===== src/rtl/logic_unit_arbiter_if.sv =====
// Request/response bundle for the shared bitwise logic unit: two requesters,
// one result port and the completed-operation counter.
interface logic_unit_arbiter_if #(
  parameter int unsigned WIDTH = 32,
  parameter int unsigned CNT_W = 16
);
  logic             RQ0_VALID;
  logic             RQ0_READY;
  logic [WIDTH-1:0] RQ0_A;
  logic [WIDTH-1:0] RQ0_B;
  logic [1:0]       RQ0_OP;

  logic             RQ1_VALID;
  logic             RQ1_READY;
  logic [WIDTH-1:0] RQ1_A;
  logic [WIDTH-1:0] RQ1_B;
  logic [1:0]       RQ1_OP;

  logic             RES_VALID;
  logic             RES_READY;
  logic [WIDTH-1:0] RES_DATA;
  logic             RES_SRC;
  logic             RES_ZERO;

  logic [CNT_W-1:0] OPS_DONE;

  modport slave (
    input  RQ0_VALID, RQ0_A, RQ0_B, RQ0_OP,
    output RQ0_READY,
    input  RQ1_VALID, RQ1_A, RQ1_B, RQ1_OP,
    output RQ1_READY,
    output RES_VALID, RES_DATA, RES_SRC, RES_ZERO,
    input  RES_READY,
    output OPS_DONE
  );

  modport master (
    output RQ0_VALID, RQ0_A, RQ0_B, RQ0_OP,
    input  RQ0_READY,
    output RQ1_VALID, RQ1_A, RQ1_B, RQ1_OP,
    input  RQ1_READY,
    input  RES_VALID, RES_DATA, RES_SRC, RES_ZERO,
    output RES_READY,
    input  OPS_DONE
  );
endinterface


===== src/rtl/logic_unit_arbiter.sv =====
// Round-robin arbiter in front of a shared 32-bit AND/OR/XOR/ANDN unit with a
// registered valid/ready result port and a saturating completion counter.
module logic_unit_arbiter #(
  parameter int unsigned WIDTH = 32,
  parameter int unsigned CNT_W = 16
) (
  input  logic                 CLK,
  input  logic                 RESET,
  logic_unit_arbiter_if.slave  bus
);

  typedef enum logic [1:0] {
    ST_IDLE = 2'd0,
    ST_EXEC = 2'd1,
    ST_RESP = 2'd2
  } state_e;

  state_e           state_q, state_d;
  logic             last_gnt_q, last_gnt_d;
  logic [WIDTH-1:0] a_q, a_d;
  logic [WIDTH-1:0] b_q, b_d;
  logic [1:0]       op_q, op_d;
  logic             src_q, src_d;
  logic             res_valid_q, res_valid_d;
  logic [WIDTH-1:0] res_data_q, res_data_d;
  logic             res_src_q, res_src_d;
  logic             res_zero_q, res_zero_d;
  logic [CNT_W-1:0] ops_done_q, ops_done_d;

  logic             any_valid_c;
  logic             winner_c;
  logic             rq0_ready_c;
  logic             rq1_ready_c;
  logic [WIDTH-1:0] alu_c;

  // On contention the requester that did not win last time gets the grant.
  assign any_valid_c = bus.RQ0_VALID | bus.RQ1_VALID;
  assign winner_c    = (bus.RQ0_VALID & bus.RQ1_VALID) ? ~last_gnt_q : bus.RQ1_VALID;

  always_comb begin
    unique case (op_q)
      2'b00:   alu_c = a_q & b_q;
      2'b01:   alu_c = a_q | b_q;
      2'b10:   alu_c = a_q ^ b_q;
      default: alu_c = a_q & ~b_q;
    endcase
  end

  always_comb begin
    state_d     = state_q;
    last_gnt_d  = last_gnt_q;
    a_d         = a_q;
    b_d         = b_q;
    op_d        = op_q;
    src_d       = src_q;
    res_valid_d = res_valid_q;
    res_data_d  = res_data_q;
    res_src_d   = res_src_q;
    res_zero_d  = res_zero_q;
    ops_done_d  = ops_done_q;
    rq0_ready_c = 1'b0;
    rq1_ready_c = 1'b0;

    unique case (state_q)
      ST_IDLE: begin
        if (any_valid_c) begin
          rq0_ready_c = ~winner_c;
          rq1_ready_c = winner_c;
          a_d         = winner_c ? bus.RQ1_A  : bus.RQ0_A;
          b_d         = winner_c ? bus.RQ1_B  : bus.RQ0_B;
          op_d        = winner_c ? bus.RQ1_OP : bus.RQ0_OP;
          src_d       = winner_c;
          last_gnt_d  = winner_c;
          state_d     = ST_EXEC;
        end
      end
      ST_EXEC: begin
        res_data_d  = alu_c;
        res_zero_d  = (alu_c == '0);
        res_src_d   = src_q;
        res_valid_d = 1'b1;
        state_d     = ST_RESP;
      end
      ST_RESP: begin
        if (bus.RES_READY) begin
          res_valid_d = 1'b0;
          if (ops_done_q != '1) begin
            ops_done_d = ops_done_q + CNT_W'(1);
          end
          state_d = ST_IDLE;
        end
      end
      default: state_d = ST_IDLE;
    endcase
  end

  // Reset discards any in-flight operation; LAST_GNT=1 lets requester 0 win first.
  always_ff @(posedge CLK) begin
    if (RESET) begin
      state_q     <= ST_IDLE;
      last_gnt_q  <= 1'b1;
      a_q         <= '0;
      b_q         <= '0;
      op_q        <= 2'b00;
      src_q       <= 1'b0;
      res_valid_q <= 1'b0;
      res_data_q  <= '0;
      res_src_q   <= 1'b0;
      res_zero_q  <= 1'b0;
      ops_done_q  <= '0;
    end else begin
      state_q     <= state_d;
      last_gnt_q  <= last_gnt_d;
      a_q         <= a_d;
      b_q         <= b_d;
      op_q        <= op_d;
      src_q       <= src_d;
      res_valid_q <= res_valid_d;
      res_data_q  <= res_data_d;
      res_src_q   <= res_src_d;
      res_zero_q  <= res_zero_d;
      ops_done_q  <= ops_done_d;
    end
  end

  assign bus.RQ0_READY = rq0_ready_c;
  assign bus.RQ1_READY = rq1_ready_c;
  assign bus.RES_VALID = res_valid_q;
  assign bus.RES_DATA  = res_data_q;
  assign bus.RES_SRC   = res_src_q;
  assign bus.RES_ZERO  = res_zero_q;
  assign bus.OPS_DONE  = ops_done_q;

endmodule


===== src/flat_wrapper.sv =====
// flat-port wrapper written by rule: the top's interface ports become plain ports
module logic_unit_arbiter_flat 
#(
  parameter int unsigned WIDTH = 32,
  parameter int unsigned CNT_W = 16
)
  (CLK, RESET, bus_RQ0_VALID, bus_RQ0_A, bus_RQ0_B, bus_RQ0_OP, bus_RQ0_READY, bus_RQ1_VALID, bus_RQ1_A, bus_RQ1_B, bus_RQ1_OP, bus_RQ1_READY, bus_RES_VALID, bus_RES_DATA, bus_RES_SRC, bus_RES_ZERO, bus_RES_READY, bus_OPS_DONE);
  logic_unit_arbiter_if #(.WIDTH(WIDTH), .CNT_W(CNT_W)) bus_i ();
  input  logic CLK;
  input  logic RESET;
  input wire logic [$bits(bus_i.RQ0_VALID)-1:0] bus_RQ0_VALID;
  input wire logic [$bits(bus_i.RQ0_A)-1:0] bus_RQ0_A;
  input wire logic [$bits(bus_i.RQ0_B)-1:0] bus_RQ0_B;
  input wire logic [$bits(bus_i.RQ0_OP)-1:0] bus_RQ0_OP;
  output wire logic [$bits(bus_i.RQ0_READY)-1:0] bus_RQ0_READY;
  input wire logic [$bits(bus_i.RQ1_VALID)-1:0] bus_RQ1_VALID;
  input wire logic [$bits(bus_i.RQ1_A)-1:0] bus_RQ1_A;
  input wire logic [$bits(bus_i.RQ1_B)-1:0] bus_RQ1_B;
  input wire logic [$bits(bus_i.RQ1_OP)-1:0] bus_RQ1_OP;
  output wire logic [$bits(bus_i.RQ1_READY)-1:0] bus_RQ1_READY;
  output wire logic [$bits(bus_i.RES_VALID)-1:0] bus_RES_VALID;
  output wire logic [$bits(bus_i.RES_DATA)-1:0] bus_RES_DATA;
  output wire logic [$bits(bus_i.RES_SRC)-1:0] bus_RES_SRC;
  output wire logic [$bits(bus_i.RES_ZERO)-1:0] bus_RES_ZERO;
  input wire logic [$bits(bus_i.RES_READY)-1:0] bus_RES_READY;
  output wire logic [$bits(bus_i.OPS_DONE)-1:0] bus_OPS_DONE;
  assign bus_i.RQ0_VALID = bus_RQ0_VALID;
  assign bus_i.RQ0_A = bus_RQ0_A;
  assign bus_i.RQ0_B = bus_RQ0_B;
  assign bus_i.RQ0_OP = bus_RQ0_OP;
  assign bus_RQ0_READY = bus_i.RQ0_READY;
  assign bus_i.RQ1_VALID = bus_RQ1_VALID;
  assign bus_i.RQ1_A = bus_RQ1_A;
  assign bus_i.RQ1_B = bus_RQ1_B;
  assign bus_i.RQ1_OP = bus_RQ1_OP;
  assign bus_RQ1_READY = bus_i.RQ1_READY;
  assign bus_RES_VALID = bus_i.RES_VALID;
  assign bus_RES_DATA = bus_i.RES_DATA;
  assign bus_RES_SRC = bus_i.RES_SRC;
  assign bus_RES_ZERO = bus_i.RES_ZERO;
  assign bus_i.RES_READY = bus_RES_READY;
  assign bus_OPS_DONE = bus_i.OPS_DONE;
  logic_unit_arbiter #(.WIDTH(WIDTH), .CNT_W(CNT_W)) u_core (.CLK(CLK), .RESET(RESET), .bus(bus_i));
endmodule

===== config.mk =====
export PLATFORM = sky130hd
export DESIGN_NAME = logic_unit_arbiter_flat
export DESIGN_NICKNAME = d
export VERILOG_FILES = /design/src/rtl/logic_unit_arbiter_if.sv /design/src/rtl/logic_unit_arbiter.sv /design/src/flat_wrapper.sv
export SDC_FILE = /design/constraint.sdc
export NUM_CORES = 1
export LEC_CHECK = 0
export BUFFER_PORTS_ARGS = -buffer_cell sky130_fd_sc_hd__clkbuf_2
export CAP_MARGIN = 0
export CORE_MARGIN = 8
export CORE_UTILIZATION = 41
export CTS_BUF_LIST = sky130_fd_sc_hd__clkbuf_8
export DETAILED_ROUTE_END_ITERATION = 8
export PLACE_DENSITY = 0.78
export SLEW_MARGIN = 20
export SYNTH_ARGS = -nofsm -noshare
export SYNTH_HDL_FRONTEND = slang
export SYNTH_SLANG_ARGS = --single-unit
export TNS_END_PERCENT = 20

===== constraint.sdc =====
create_clock -name CLK -period 3.2 [get_ports CLK]
set_input_delay 0.32 -clock CLK [delete_from_list [all_inputs] [get_ports CLK]]
set_output_delay 0.32 -clock CLK [all_outputs]
set_load 0.01 [all_outputs]

==> impl_metrics.ini, run 1 <==
[cells_and_area]
area_growth_pct = 23.8
final_cell_area_sq_um = 7980
insertedDiodeCount = 0
nNetsFinal = 1110
drive_gt1_share_pct = 25.7
layout.cells.non_filler = 1166

[power]
power_density_nw_per_um2 = 559
comb_power_share_pct = 26.1
power_w = 0.00446
max-vdd-ir-drop_uv = 324
swShare_pct = 32.1
intPower_w = 0.00303
p_sw_w = 0.00143
seq_power_share_pct = 39.8
power_frac_clock_pct = 34.1
leakage_nw = 3.37

[cts]
h-tree-depth = 4
cts-buffers-inserted = 17
clockBufferDepth = 2
worstSkewPairLatency_ns = 0.46
cts_setup_buffers = 0
cts_sinks = 121
clk_pin_slew_ns = 0.08
postCtsHoldBufs = 0
cts_resized = 0
cts_tree = yes
clockRootBuffer = clkbuf_8

[sta]
slew_headroom_pct = 38.1
fin_crit_ns = 2.46
timing.final.ws_setup_ns = 0.739
worst_pin_slew_ns = 0.928
finalHoldViolCount = 0
clock-skew-final_ns = 0.0101
rsz0062_at_grt = no
clock.fmax_mhz = 406
slew_violations = 0
period_share_pct = 76.9
finalSetupViolCount = 0
tns_ns = 0

[status]
violations = DRC
status = finished with violations

[worst_hold_path]
holdPathStages = 3
min_path_type = primary input to flip-flop

[synth]
synth_seq_area_share_pct = 37.6
syn_area_sq_um = 6440
synth_nets = 952
syn_inst = 779
ys_types = 51
yosysWarnings = 0
async_flop_share_pct = 0
synth_edf_count = 0
synthFlopType = dfxtp_1
synth-seq-cells = 121
syn_area_per_cell_sq_um = 8.27

[floorplanning]
die_h_microns = 141
io_pins = 190
die_x_microns = 141
die_area_sq_um = 20000
row_count = 46
start_util_pct = 41.3
core_sq_um = 15600

[global_routing]
track_usage_pct = 20.5
gr-usage-met3_pct = 6.22
use_met1_pct = 26.6
grt_max_degree = 91
overflow = 0
gr-max-usage-layer = met2
antenna_found_initial = 0
grt_pass1_vias = 6111
grt_pass1_wl_microns = 32300
use_met2_pct = 31.3

[route]
vias = 6461
wirelength_microns = 20700
drc = 11
drt_iter0_drc = 737
wl_per_cell_microns = 17.8
ant_nets = 0
dr.pass1.iters = 9
routed_via_density = 5.54

[placement]
dp_cells = 1134
hpwl_microns = 15300
dpl-instance-area_sq_um = 7520
post-place-ws_ns = 0.746
io_buffers = 189
gp_congestion = 0.870

[worst_setup_path]
crit_path_end_kind = flip-flop
cpPeakStageDelay_ns = 0.59
arrival_ns = 2.82
crit_type = flip-flop to flip-flop
r2r_setup_slack_ns = 0.74
reg2reg_depth = 8
path_depth = 8
crit_family = compound AO/OA/AOI/OAI gates
cp.required_ns = 3.56
path_buf_inv = 2
critPathSlowestCell = ha_2
crit_path_cell_trace = inv_1 -> ha_2 -> buf_4 -> xnor2_1 -> a22oi_1 -> nand4_1 -> o22a_1 -> o41ai_2
startpoint_type = flip-flop
cp_max_fo = 19

[job]
maxCapViolations = 0
[cells in the final DEF (no fill, tap or decap), types with 23 or more instances in the layout]
cell | synthesis | final
clkbuf_2 | 0 | 188
nand2_1 | 50 | 50
dfxtp_1 | 121 | 121
clkbuf_8 | 0 | 23
o21ai_0 | 23 | 23
inv_1 | 69 | 69
xnor2_1 | 29 | 29
a21oi_1 | 41 | 40
a222oi_1 | 66 | 66
nor2_1 | 117 | 117
ha_1 | 36 | 35
[area by class of cell]
class | instances | area (sq um)
well taps | 216 | 270
inverters | 71 | 267
clock inverters | 9 | 136
clock buffers | 23 | 317
flip-flops and latches | 121 | 2420
multi-input cells | 525 | 3510
repair buffers | 201 | 1050
fillers | 1495 | 7620
[cell usage after synthesis (2+ instances only)]
library cell	n	area (sq um)
dfxtp_1	121	2420
nor2_1	117	439
inv_1	69	259
a222oi_1	66	661
clkbuf_1	52	195
nand2_1	50	188
a21oi_1	41	205
ha_1	36	450
xnor2_1	29	254
o21ai_0	23	115
nor3_1	16	80.1
a211oi_1	15	113
xor2_1	15	131
or3_1	13	81.3
and3_1	11	68.8
a22oi_1	9	67.6
nand4_1	9	56.3
a31oi_1	7	43.8
nand2b_1	7	43.8
nand3_1	7	35.0
o2111ai_1	6	52.6
a221oi_1	4	35.0
and4_1	4	35.0
buf_2	4	20.0
buf_6	4	45.0
o211ai_1	4	30.0
o31ai_1	4	30.0
o21ai_1	3	15.0
or4_1	3	22.5
a2bb2oi_1	2	17.5
inv_2	2	7.51
mux2i_1	2	20.0
nand3b_1	2	15.0
nand4b_1	2	17.5
nor2b_1	2	12.5
nor4_1	2	12.5
o211a_1	2	20.0
[final timing paths]
kind / to / startpoint
worst max-delay path: u_core.bus.RES_ZERO$_SDFFE_PP0P_ / u_core.op_q[0]$_SDFFE_PP0P_
worst min-delay path: u_core.a_q[7]$_SDFFE_PP0P_ / bus_RQ0_A[7]
worst max register to register: u_core.bus.RES_ZERO$_SDFFE_PP0P_ / u_core.op_q[0]$_SDFFE_PP0P_
worst min register to register: u_core.bus.RES_DATA[12]$_SDFFE_PP0P_ / u_core.bus.RES_DATA[12]$_SDFFE_PP0P_
[layer usage]
layer,share of wire (%),wire length [microns]
met1,45,9370
met2,44,9090
met3,8.9,1840
met4,2.1,435
met5,0,0
[per-stage QoR]
| step | util (%) | hold slack (ns) |
|---|---|---|
| after floorplan | - | 0.432 |
| after global placement | 48.2 | 0.440 |
| after detailed placement | 48.2 | 0.448 |
| after CTS | 51.1 | 0.0965 |
| after global routing | 51.1 | 0.109 |
| final | 51.1 | 0.121 |
[worst register-to-register path: cells and delay by family (launching register included)]
kind | cells | cell delay, ns
AO/OA/AOI/OAI | 3 | 0.73
XOR/XNOR | 1 | 0.12
adder cells (fa/ha/maj) | 1 | 0.59
buffers and inverters | 2 | 0.45
flip-flops | 1 | 0.33
AND/OR/NAND/NOR | 1 | 0.15
[logic make-up after synthesis]
group           Yosys count  synth area share [%]
xor+xnor                 45                  6.23
compound gates          194                  23.0
fa+ha+maj                36                  6.99
buf+inv                 133                  8.35
flops                   121                  37.6
mux                       2                 0.311
simple gates            248                  17.6
[flip-flops by register name, summed over array words and instances, names as in the netlist]
name	count
u_core.a_q	32
u_core.b_q	32
u_core.bus.RES_DATA	32
u_core.bus.OPS_DONE	16
u_core.op_q	2
u_core.state_q	2
u_core.bus.RES_SRC	1
u_core.bus.RES_VALID	1
u_core.bus.RES_ZERO	1
u_core.last_gnt_q	1
u_core.src_q	1
[power by group through the flow]
stage | Sequential, W | Clock, W | Combinational, W
6_report | 0.00177 | 0.00152 | 0.00116
5_1_grt | 0.00179 | 0.00161 | 0.00129
4_1_cts | 0.00177 | 0.00155 | 0.00116
3_5_place_dp | 0.00180 | 0 | 0.00115
3_3_place_gp | 0.00180 | 0 | 0.00113
2_1_floorplan | 0.00177 | 0 | 0.000803
No activity file was read; power rests on OpenSTA's default activity.
==> run 2: changes to the inputs <==
--- a/config.mk
+++ b/config.mk
@@ -5,13 +5,14 @@
 export SDC_FILE = /design/constraint.sdc
 export NUM_CORES = 1
 export LEC_CHECK = 0
+export ABC_AREA = 1
 export BUFFER_PORTS_ARGS = -buffer_cell sky130_fd_sc_hd__clkbuf_2
 export CAP_MARGIN = 0
 export CORE_MARGIN = 8
 export CORE_UTILIZATION = 41
 export CTS_BUF_LIST = sky130_fd_sc_hd__clkbuf_8
 export DETAILED_ROUTE_END_ITERATION = 8
-export PLACE_DENSITY = 0.78
+export PLACE_DENSITY = 0.8
 export SLEW_MARGIN = 20
 export SYNTH_ARGS = -nofsm -noshare
 export SYNTH_HDL_FRONTEND = slang
==> constraint.sdc (replaced) <==
create_clock -name CLK -period 2 [get_ports CLK]
set_input_delay 0.2 -clock CLK [delete_from_list [all_inputs] [get_ports CLK]]
set_output_delay 0.2 -clock CLK [all_outputs]
set_load 0.01 [all_outputs]
==> impl_metrics.ini, run 2 <==
[sta]
worst_pin_slew_ns = 0.543
clock-skew-final_ns = 0.0103
finalHoldViolCount = 0
fin_crit_ns = 1.92
slew_violations = 0
finalSetupViolCount = 0
tns_ns = 0
slew_headroom_pct = 63.7
period_share_pct = 95.8
rsz0062_at_grt = yes
clock.fmax_mhz = 522

[floorplanning]
row_count = 47
start_util_pct = 41.6
io_pins = 190
die_x_microns = 145
die_area_sq_um = 21000
die_h_microns = 145
core_sq_um = 16400

[synth]
synthFlopType = dfxtp_1
synth-seq-cells = 121
synth_edf_count = 0
ys_types = 32
async_flop_share_pct = 0
synth_top_area_share_pct = 35.5
syn_area_sq_um = 6830
yosys-top-cells-area = dfxtp_1 (35%), nand2_1 (18%), nor2_1 (8.1%)
syn_area_per_cell_sq_um = 6.51
synth_seq_area_share_pct = 35.5
synth_nets = 1222
synth.largest_area_cell = dfxtp_1
yosysWarnings = 0
syn_inst = 1049
synthTopCellsByCount = nand2_1 (328), nor2_1 (147), dfxtp_1 (121), inv_1 (121), o21ai_0 (48)
yosysMostFrequentCell = nand2_1

[route]
drt_iter0_drc = 608
dr.pass1.iters = 5
ant_nets = 0
vias = 7746
wl_per_cell_microns = 15.5
wirelength_microns = 23800
routed_via_density = 5.04
drc = 0

[global_routing]
grt_pass1_wl_microns = 38500
grt_pass1_vias = 7630
grt_max_degree = 92
antenna_found_initial = 0
overflow = 0
track_usage_pct = 22.1

[worst_setup_path]
crit_path_end_kind = flip-flop
crit_family = buffers and inverters
crit_path_frequent_cell = nand2_1
cp.required_ns = 2.39
crit_type = flip-flop to flip-flop
cp_max_fo = 13
startpoint_type = flip-flop
arrival_ns = 2.30
critPathSlowestCell = dlygate4sd3_1
path_buf_inv = 4
cpPeakStageDelay_ns = 0.58
crit_path_cell_trace = nor2_2 -> o21ai_4 -> inv_2 -> nand2_1 -> clkinv_4 -> buf_4 -> nand2_1 -> a31oi_1 -> dlygate4sd3_1

[worst_hold_path]
min_path_type = primary input to flip-flop

[power]
max-vdd-ir-drop_uv = 489
power_w = 0.00723
power_density_nw_per_um2 = 773
leakage_nw = 4.54

[status]
status = finished, final reports clean

[cells_and_area]
n_fill_cell = 1512
nNetsFinal = 1477
layout_common_cells = nand2_1 (328), clkbuf_2 (188), nor2_1 (141), inv_1 (121), dfxtp_1 (118)
insertedDiodeCount = 0
area_growth_pct = 37.0
layout_commonest_cell = nand2_1
drive_gt1_share_pct = 22.2

[job]
maxCapViolations = 0

[cts]
h-tree-depth = 4
cts_tree = yes
clockRootBuffer = clkbuf_8
cts_sinks = 121
worstSkewPairLatency_ns = 0.45
clockBufferDepth = 2
cts-buffers-inserted = 17
clk_pin_slew_ns = 0.07

[placement]
gp_congestion = 0.857
hpwl_microns = 16300
io_buffers = 189
[run 2: cell types whose count changed after synthesis, moves of 27 or more]
cell      previous run  this run
nand2_1             50       328
a222oi_1            66         0
inv_1               69       121
nand3_1              7        42
nor2_1             117       147
a31oi_1              7        36
xnor2_1             29         2
[run 2: path summary, 6_finish.rpt]
| path | start | cells past startpoint | endpoint | slack, ns |
|---|---|---|---|---|
| worst max register to register | u_core.state_q[0]$_SDFFE_PP0P_ | 9 | u_core.b_q[17]$_SDFFE_PP0P_ | 0.08 |
| worst max-delay path | u_core.state_q[0]$_SDFFE_PP0P_ | 9 | u_core.b_q[17]$_SDFFE_PP0P_ | 0.08 |
| worst min register to register | u_core.bus.RES_VALID$_SDFFE_PP0P_ | 2 | u_core.bus.RES_VALID$_SDFFE_PP0P_ | 0.47 |
| worst min-delay path | bus_RQ0_A[14] | 3 | u_core.a_q[14]$_SDFFE_PP0P_ | 0.02 |
[run 2: layout make-up]
| class | instances | area, sq um | area share (%) |
|---|---|---|---|
| multi-input combinational | 740 | 3680 | 39.3 |
| timing repair buffer | 295 | 2080 | 22.2 |
| tap | 220 | 275 | 2.94 |
| sequential | 121 | 2430 | 25.9 |
| inverter | 129 | 494 | 5.28 |
| clock inverter | 14 | 156 | 1.67 |
| clock buffer | 18 | 248 | 2.65 |
[run 2: what timing repair did]
item,CTS,global route
hold endpoints to repair,39,2
pin swaps,1,3
setup endpoints to repair,2,14
resized for setup,4,14
cloned,1,1
hold buffers,63,2
buffers inserted,0,7
[run 2: kinds of logic after synthesis]
family / share of synthesized area (%)
fa+ha+maj: 6.59
buf+inv: 11.4
flops: 35.5
simple gates: 31.0
xor+xnor: 0.385
compound gates: 15.1
[run 2: metrics by stage]
stage               instances  hold slack, ns  setup slack, ns  instance area, sq um  utilization, %
finish                   1537          0.0161           0.0839                  9360            57.0
global route             1537        0.000334          -0.0383                  9360            57.0
CTS                      1527        0.000680           0.0154                  9220            56.2
detailed placement       1431           0.454          -0.0307                  8140            49.6
global placement         1431           0.452           0.0754                  8140            49.6
floorplan                1049           0.355            0.228                  6830               -
[run 2: worst reg2reg max path: stages, from the launching register on]
cell and delay, ns:
dfxtp_1 0.33, nor2_2 0.15, o21ai_4 0.10, inv_2 0.09, nand2_1 0.09, clkinv_4 0.14
buf_4 0.19, nand2_1 0.07, a31oi_1 0.14, dlygate4sd3_1 0.58
[run 2: routing by layer]
metal	track usage, %	wire length, microns	up-vias
li1	-	-	3876
met1	27.9	10500	3507
met2	36.3	11200	325
met3	5.29	1650	38
met4	7.34	521	0
met5	0	0	-
[run 2: power by group]
part           total [W]  switching, W  leakage [nW]  internal (W)
Sequential       0.00276      0.000135         0.994       0.00262
Clock            0.00227       0.00103         0.197       0.00125
Combinational    0.00220       0.00127          3.35      0.000931
Total            0.00723       0.00243          4.54       0.00480
